**src/rtl/imdr_arb_pkg.sv**
```systemverilog
// Shared encodings for the integer mul/div/rem arbiter.
package imdr_arb_pkg;

  typedef enum logic [1:0] {
    OP_MUL = 2'b00,
    OP_DIV = 2'b01,
    OP_REM = 2'b10,
    OP_RSV = 2'b11
  } op_e;

  typedef enum logic [1:0] {
    S_IDLE  = 2'b00,
    S_ISSUE = 2'b01,
    S_BUSY  = 2'b10,
    S_RESP  = 2'b11
  } state_e;

  localparam int TIMEOUT_LIMIT = 48;
  localparam int WD_W          = 6;
  // Counter value seen during the last BUSY cycle before the watchdog fires.
  localparam logic [WD_W-1:0] WD_LAST = WD_W'(TIMEOUT_LIMIT - 1);

  typedef struct packed {
    logic        id;
    op_e         op;
    logic [31:0] a;
    logic [31:0] b;
  } req_t;

endpackage

```
**src/rtl/imdr_arb_rr.sv**
```systemverilog
// Two-way round-robin grant; pointer remembers the last granted requester.
module imdr_arb_rr (
  input  logic clk,
  input  logic reset_l,
  input  logic valid0,
  input  logic valid1,
  input  logic advance,
  output logic grant
);

  logic last_q;

  always_comb begin
    if (valid0 && valid1) grant = ~last_q;
    else                  grant = ~valid0 & valid1;
  end

  // Reset to "req1 last" so req0 wins the first contention.
  always_ff @(posedge clk or negedge reset_l) begin
    if (!reset_l)     last_q <= 1'b1;
    else if (advance) last_q <= grant;
  end

endmodule

```
**src/rtl/imdr_arb.sv**
```systemverilog
// Arbiter between integer pipe (req0) and microcode sequencer (req1) for one mul/div unit.
// Optional BUSY watchdog enabled by defining IMDR_ARB_TIMEOUT_EN.
module imdr_arb
  import imdr_arb_pkg::*;
(
  input  logic        clk,
  input  logic        reset_l,
  input  logic        req0_valid,
  input  logic [1:0]  req0_op,
  input  logic [31:0] req0_a,
  input  logic [31:0] req0_b,
  output logic        req0_ready,
  input  logic        req1_valid,
  input  logic [1:0]  req1_op,
  input  logic [31:0] req1_a,
  input  logic [31:0] req1_b,
  output logic        req1_ready,
  input  logic        kill0,
  output logic        rsp_valid,
  output logic        rsp_id,
  output logic [31:0] rsp_data,
  output logic        rsp_div0,
  input  logic        rsp_ready,
  output logic        imdr_mul_d,
  output logic        imdr_div_d,
  output logic        imdr_rem_d,
  output logic [31:0] imdr_dataA_d,
  output logic [31:0] imdr_dataB_d,
  output logic        imdr_kill_e,
  input  logic        imdr_done_e,
  input  logic        imdr_div0_e,
  input  logic [31:0] imdr_data_out,
  output logic        timeout_err
);

  state_e      state_q, state_d;
  req_t        req_q;
  logic [31:0] data_q;
  logic        div0_q;
  logic        grant, acc0, acc1, accept;
  logic        kill_hit, done_hit, to_hit;

  imdr_arb_rr u_rr (
    .clk     (clk),
    .reset_l (reset_l),
    .valid0  (req0_valid),
    .valid1  (req1_valid),
    .advance (accept),
    .grant   (grant)
  );

  assign acc0   = req0_valid & req0_ready;
  assign acc1   = req1_valid & req1_ready;
  assign accept = acc0 | acc1;

  // kill0 only targets requester-0 work; it beats a same-cycle done.
  assign kill_hit = kill0 & ~req_q.id & (state_q != S_IDLE);
  assign done_hit = (state_q == S_BUSY) & imdr_done_e & ~kill_hit;

`ifdef IMDR_ARB_TIMEOUT_EN
  logic [WD_W-1:0] wd_q, wd_d;

  always_comb begin
    wd_d = wd_q;
    if (state_q == S_ISSUE)     wd_d = '0;
    else if (state_q == S_BUSY) wd_d = wd_q + 1'b1;
  end

  always_ff @(posedge clk or negedge reset_l) begin
    if (!reset_l) wd_q <= '0;
    else          wd_q <= wd_d;
  end

  assign to_hit = (state_q == S_BUSY) & ~imdr_done_e & ~kill_hit & (wd_q == WD_LAST);
`else
  assign to_hit = 1'b0;
`endif

  // State register
  always_ff @(posedge clk or negedge reset_l) begin
    if (!reset_l) state_q <= S_IDLE;
    else          state_q <= state_d;
  end

  // Next state
  always_comb begin
    state_d = state_q;
    unique case (state_q)
      S_IDLE:  if (accept) state_d = S_ISSUE;
      S_ISSUE: begin
        if (kill_hit)                state_d = S_IDLE;
        else if (req_q.op == OP_RSV) state_d = S_RESP;
        else                         state_d = S_BUSY;
      end
      S_BUSY: begin
        if (kill_hit)              state_d = S_IDLE;
        else if (done_hit || to_hit) state_d = S_RESP;
      end
      S_RESP:  if (kill_hit || rsp_ready) state_d = S_IDLE;
      default: state_d = S_IDLE;
    endcase
  end

  // Outputs
  always_comb begin
    req0_ready  = 1'b0;
    req1_ready  = 1'b0;
    imdr_mul_d  = 1'b0;
    imdr_div_d  = 1'b0;
    imdr_rem_d  = 1'b0;
    imdr_kill_e = 1'b0;
    rsp_valid   = 1'b0;
    timeout_err = to_hit;
    unique case (state_q)
      S_IDLE: begin
        req0_ready = req0_valid & ~grant;
        req1_ready = req1_valid & grant;
      end
      S_ISSUE: begin
        imdr_mul_d  = ~kill_hit & (req_q.op == OP_MUL);
        imdr_div_d  = ~kill_hit & (req_q.op == OP_DIV);
        imdr_rem_d  = ~kill_hit & (req_q.op == OP_REM);
        imdr_kill_e = kill_hit;
      end
      S_BUSY:  imdr_kill_e = kill_hit | to_hit;
      S_RESP:  rsp_valid   = ~kill_hit;
      default: ;
    endcase
  end

  // Result is cleared on accept so reserved ops and timeouts report 0.
  always_ff @(posedge clk or negedge reset_l) begin
    if (!reset_l) begin
      req_q  <= '0;
      data_q <= '0;
      div0_q <= 1'b0;
    end else begin
      if (acc1) begin
        req_q  <= '{id: 1'b1, op: op_e'(req1_op), a: req1_a, b: req1_b};
        data_q <= '0;
        div0_q <= 1'b0;
      end else if (acc0) begin
        req_q  <= '{id: 1'b0, op: op_e'(req0_op), a: req0_a, b: req0_b};
        data_q <= '0;
        div0_q <= 1'b0;
      end else if (done_hit) begin
        data_q <= imdr_data_out;
        div0_q <= imdr_div0_e;
      end else if (to_hit) begin
        data_q <= '0;
        div0_q <= 1'b0;
      end
    end
  end

  assign rsp_id       = req_q.id;
  assign rsp_data     = data_q;
  assign rsp_div0     = div0_q;
  assign imdr_dataA_d = req_q.a;
  assign imdr_dataB_d = req_q.b;

endmodule
```
**config.mk**
```make
export PLATFORM = sky130hd
export DESIGN_NAME = imdr_arb
export DESIGN_NICKNAME = d
export VERILOG_FILES = /design/src/rtl/imdr_arb_pkg.sv /design/src/rtl/imdr_arb_rr.sv /design/src/rtl/imdr_arb.sv
export SDC_FILE = /design/constraint.sdc
export NUM_CORES = 1
export LEC_CHECK = 0
export ABC_CLOCK_PERIOD_IN_PS = 1900
export CAP_MARGIN = 40
export CORE_ASPECT_RATIO = 1.75
export CORE_MARGIN = 2
export CORE_UTILIZATION = 40
export CTS_CLUSTER_DIAMETER = 150
export CTS_CLUSTER_SIZE = 20
export DETAILED_ROUTE_END_ITERATION = 10
export PLACE_DENSITY = 0.92
export REMOVE_ABC_BUFFERS = 1
export SETUP_SLACK_MARGIN = 0.4
export SLEW_MARGIN = 20
export SYNTH_ARGS = -nofsm -noshare
export SYNTH_HDL_FRONTEND = slang
export SYNTH_SLANG_ARGS = --single-unit
export TNS_END_PERCENT = 50
```
**constraint.sdc**
```tcl
create_clock -name clk -period 1.9 [get_ports clk]
set_input_delay 0.38 -clock clk [delete_from_list [all_inputs] [get_ports clk]]
set_output_delay 0.38 -clock clk [all_outputs]
set_load 0.005 [all_outputs]
```
==> metrics.md, run 1 <==
| Metric | Value |
|---|---|
| Run status | `finished with violations` |
| Failing checks | `setup timing` |
| Hold Fails Final Rpt | `0` |
| Post-Syn Instances | `540` |
| Layout Nets | `1008` |
| Die Wd | `90.21 um` |
| Predominant post-synthesis flop cell | `dfrtp_1` |
| Endpoint class of the critical path | `output pin` |
| Area grow syn2layout | `104.2%` |
| Setup CP Type | `flip-flop to output pin` |
| Hold Crit Class | `input port to async pin` |
| Startpoint Class | `flip-flop` |
| Share of the synthesized area in the top cell type | `49.06%` |
| TritonCTS clock tree | `yes` |
| Sequential area share after synthesis | `49.57%` |
| Port buffer count | `276` |
| Synth area leader | `dfrtp_1` |
| Worst path arrival time | `1.71 ns` |
| Post-Layout Cell Count | `1009` |
| Synth Register Bits | `103` |
| DIE HEIGHT | `154.9 um` |
| Final wirelength | `24.03 mm` |
| Post-synth top cells | `nand2_1, dfrtp_1, mux2i_1, o21ai_0, buf_4` |
| FP Rows | `55` |
| Worst skew pair latency | `0.34 ns` |
| Fmax | `0.4784 GHz` |
| R2R depth | `12` |
| Congestion Overflow GR | `0` |
| Most frequent cell after synthesis | `nand2_1` |
| Critical-path top delay cell | `dfrtp_1` |
| Max_cap viols | `0` |
| Skew final | `0.01369 ns` |
| Multi-input logic area | `2919 um^2` |
| Layout cells sized above 1 | `38.95%` |
| Clock transition at path regs | `0.08 ns` |
| Die ar. | `13970 um^2` |
| Sink Count | `103` |
| Placer Congestion | `0.9633` |
| # DRC | `0` |
| Yosys warns | `0` |
| Post-Synthesis Cell Area | `5202 um^2` |
| Drt first pass iters | `4` |
| Avg WL per Cell | `23.81 um` |
| Area after DPL | `7740 um^2` |
| Crit-path cells | `inv_2 > ha_4 > nor3b_4 > buf_6 > buf_6 > and2b_1 > buf_2` |
| Async set-reset flop share out of synthesis | `100.0%` |
| Post-route setup slack | `-0.1903 ns` |
| Final Cell Area | `10620 um^2` |
| Netlist cell types | `30` |
| Clock root buffer | `clkbuf_16` |
| RSZ-0062 raised after global routing | `true` |
| Fin crit period | `2.090 ns` |
| I/O pin count | `278` |
| Vias in the first global route | `5734` |
| Fill count | `664` |
| 1st-iter DRT viols | `273` |
| Reg-to-reg slack, setup | `-0.15 ns` |
| Reg area | `2580 um^2` |
| Power per cell area | `1341 nW/um^2` |
| Clock Tree Buf Depth | `2` |
| Post-DR vias/cell | `5.337` |
| Worst endpoint required time | `1.52 ns` |
| Synth area leaders | `dfrtp_1, mux2i_1, nand2_1` |
| Worst r2r src | `state_q[0]` |
| Largest net degree at the start of global routing | `63` |
| Fin. max-slew vios | `0` |
| Largest stage delay, worst path | `0.38 ns` |
| GRT Total Usage | `32.47%` |
| Core area | `12800 um^2` |
| Post-route ant nets | `0` |
| Leak | `4.984 nW` |
| Number of synthesized flops with an enable pin | `0` |
| Via count | `5385` |
| Avg Inst Size Synth | `9.634 um^2` |
| Initial antenna violation count | `1` |
| CTS Buf Count | `9` |
| Placed Cells | `910` |
| # setup viols final | `104` |
| First-pass GRT wire length | `34.11 mm` |
| Final setup TNS | `-6.903 ns` |
| Worst path most repeated cell | `buf_6` |
| Worst vdd ir | `0.7481 mV` |
| Final worst-path cycle share | `110.0%` |
| DPL Wire Length | `11.61 mm` |
| Critical Path Fanout Max | `2` |
| Initial Util | `40.65%` |
| H-tree depth | `3` |
| R2R Path End | `rsp_data[2]` |
## state kept, by name, indices dropped and copies added (netlist names)
name	flops
imdr_dataA_d	32
imdr_dataB_d	32
req_q	2
rsp_data	32
rsp_div0	1
rsp_id	1
state_q	2
u_rr.last_q	1
## critical path: cells and delay by family (launching register included)
family	cells	cell delay, ns
flip-flops	1	0.38
adder cells (fa/ha/maj)	1	0.18
AND/OR/NAND/NOR	2	0.39
buffers and inverters	4	0.42
## placed cells by master, fill, tap and decap left out, types with 2 or more instances in the layout
cell / n
nor2_1: 4
buf_2: 6
buf_12: 24
nand2_2: 44
o21ai_1: 30
buf_4: 19
a21oi_1: 5
nand2_4: 52
buf_6: 14
mux2i_1: 52
buf_8: 7
dlygate4sd2_1: 96
nand2_1: 43
clkinv_4: 2
o21ai_2: 36
a21oi_2: 30
dfrtp_1: 101
inv_2: 2
buf_16: 39
inv_6: 2
ha_4: 2
mux2i_4: 12
ha_1: 2
clkdlybuf4s50_1: 169
dlymetal6s2s_1: 2
inv_1: 2
clkbuf_16: 10
mux2i_2: 3
nor3b_2: 2
nor2b_2: 2
## power breakdown
group          leakage [nW]  internal [mW]  switching [mW]
Combinational          3.54           4.94            3.63
Clock                 0.141          0.947           0.909
Sequential             1.30           3.10           0.725
## timing repair
item | 4_1_cts | 5_1_grt
hold endpoints to repair | 8 | 0
cloned | 36 | 1
setup buffers | 39 | 5
setup endpoints to repair | 208 | 112
gates resized for setup | 452 | 83
hold buffers | 1 | 0
pin swaps | 69 | 42
## logic make-up (layout without fill, tap and decap cells)
group | count (synthesis) | in the layout | share of synthesized area, %
flip-flops | 103 | 103 | 49.57
AO/OA/AOI/OAI | 104 | 104 | 10.46
AND/OR/NAND/NOR | 158 | 158 | 12.36
other | 1 | 2 | 0.07208
buffers and inverters | 103 | 400 | 13.68
adder cells (fa/ha/maj) | 4 | 4 | 0.9620
multiplexers | 67 | 67 | 12.89
## how the worst max path moves through the flow
stage	startpoint	endpoint	cells after the start	slack [ns]
after floorplan	state_q[0]	imdr_dataA_d[0]	5	-1.13
after global placement	kill0	imdr_rem_d	5	-0.33
after detailed placement	kill0	imdr_rem_d	5	-0.34
after CTS	state_q[1]	rsp_valid	7	-0.1
after global routing	state_q[0]	rsp_valid	7	-0.22
final	state_q[0]	rsp_valid	7	-0.19
## layout make-up
class	instances	area share, %
timing repair buffer	379	43.24
multi-input combinational	334	27.48
sequential	103	24.29
clock buffer	10	2.250
tap	171	2.014
clock inverter	6	0.4712
inverter	5	0.2238
antenna	1	0.02356
## metal layers
| layer | GRT usage (%) | share of wire, % |
|---|---|---|
| met1 | 33.60 | 32 |
| met2 | 61.40 | 56 |
| met3 | 5.666 | 5.5 |
| met4 | 17.80 | 6.0 |
| met5 | 0 | 0 |
## per-stage QoR
step	hold slack, ns	power, mW	worst slack, ns	util [%]
final	0.4817	14.25	-0.1903	82.98
after global routing	0.4818	14.85	-0.2204	82.98
after CTS	0.4134	13.31	-0.09505	79.54
after detailed placement	0.2291	8.558	-0.3357	60.47
after global placement	0.2297	8.368	-0.3321	60.47
after floorplan	0.08441	5.489	-1.131	-
(Power assumes the default switching activity.)
==> inputs of run 2 (changes only) <==
--- a/config.mk
+++ b/config.mk
@@ -16,7 +16,6 @@
 export PLACE_DENSITY = 0.92
 export REMOVE_ABC_BUFFERS = 1
 export SETUP_SLACK_MARGIN = 0.4
-export SLEW_MARGIN = 20
 export SYNTH_ARGS = -nofsm -noshare
 export SYNTH_HDL_FRONTEND = slang
 export SYNTH_SLANG_ARGS = --single-unit
==> results of run 2 <==
No change in the layout: final DEF, timing and power equal those of run 1.
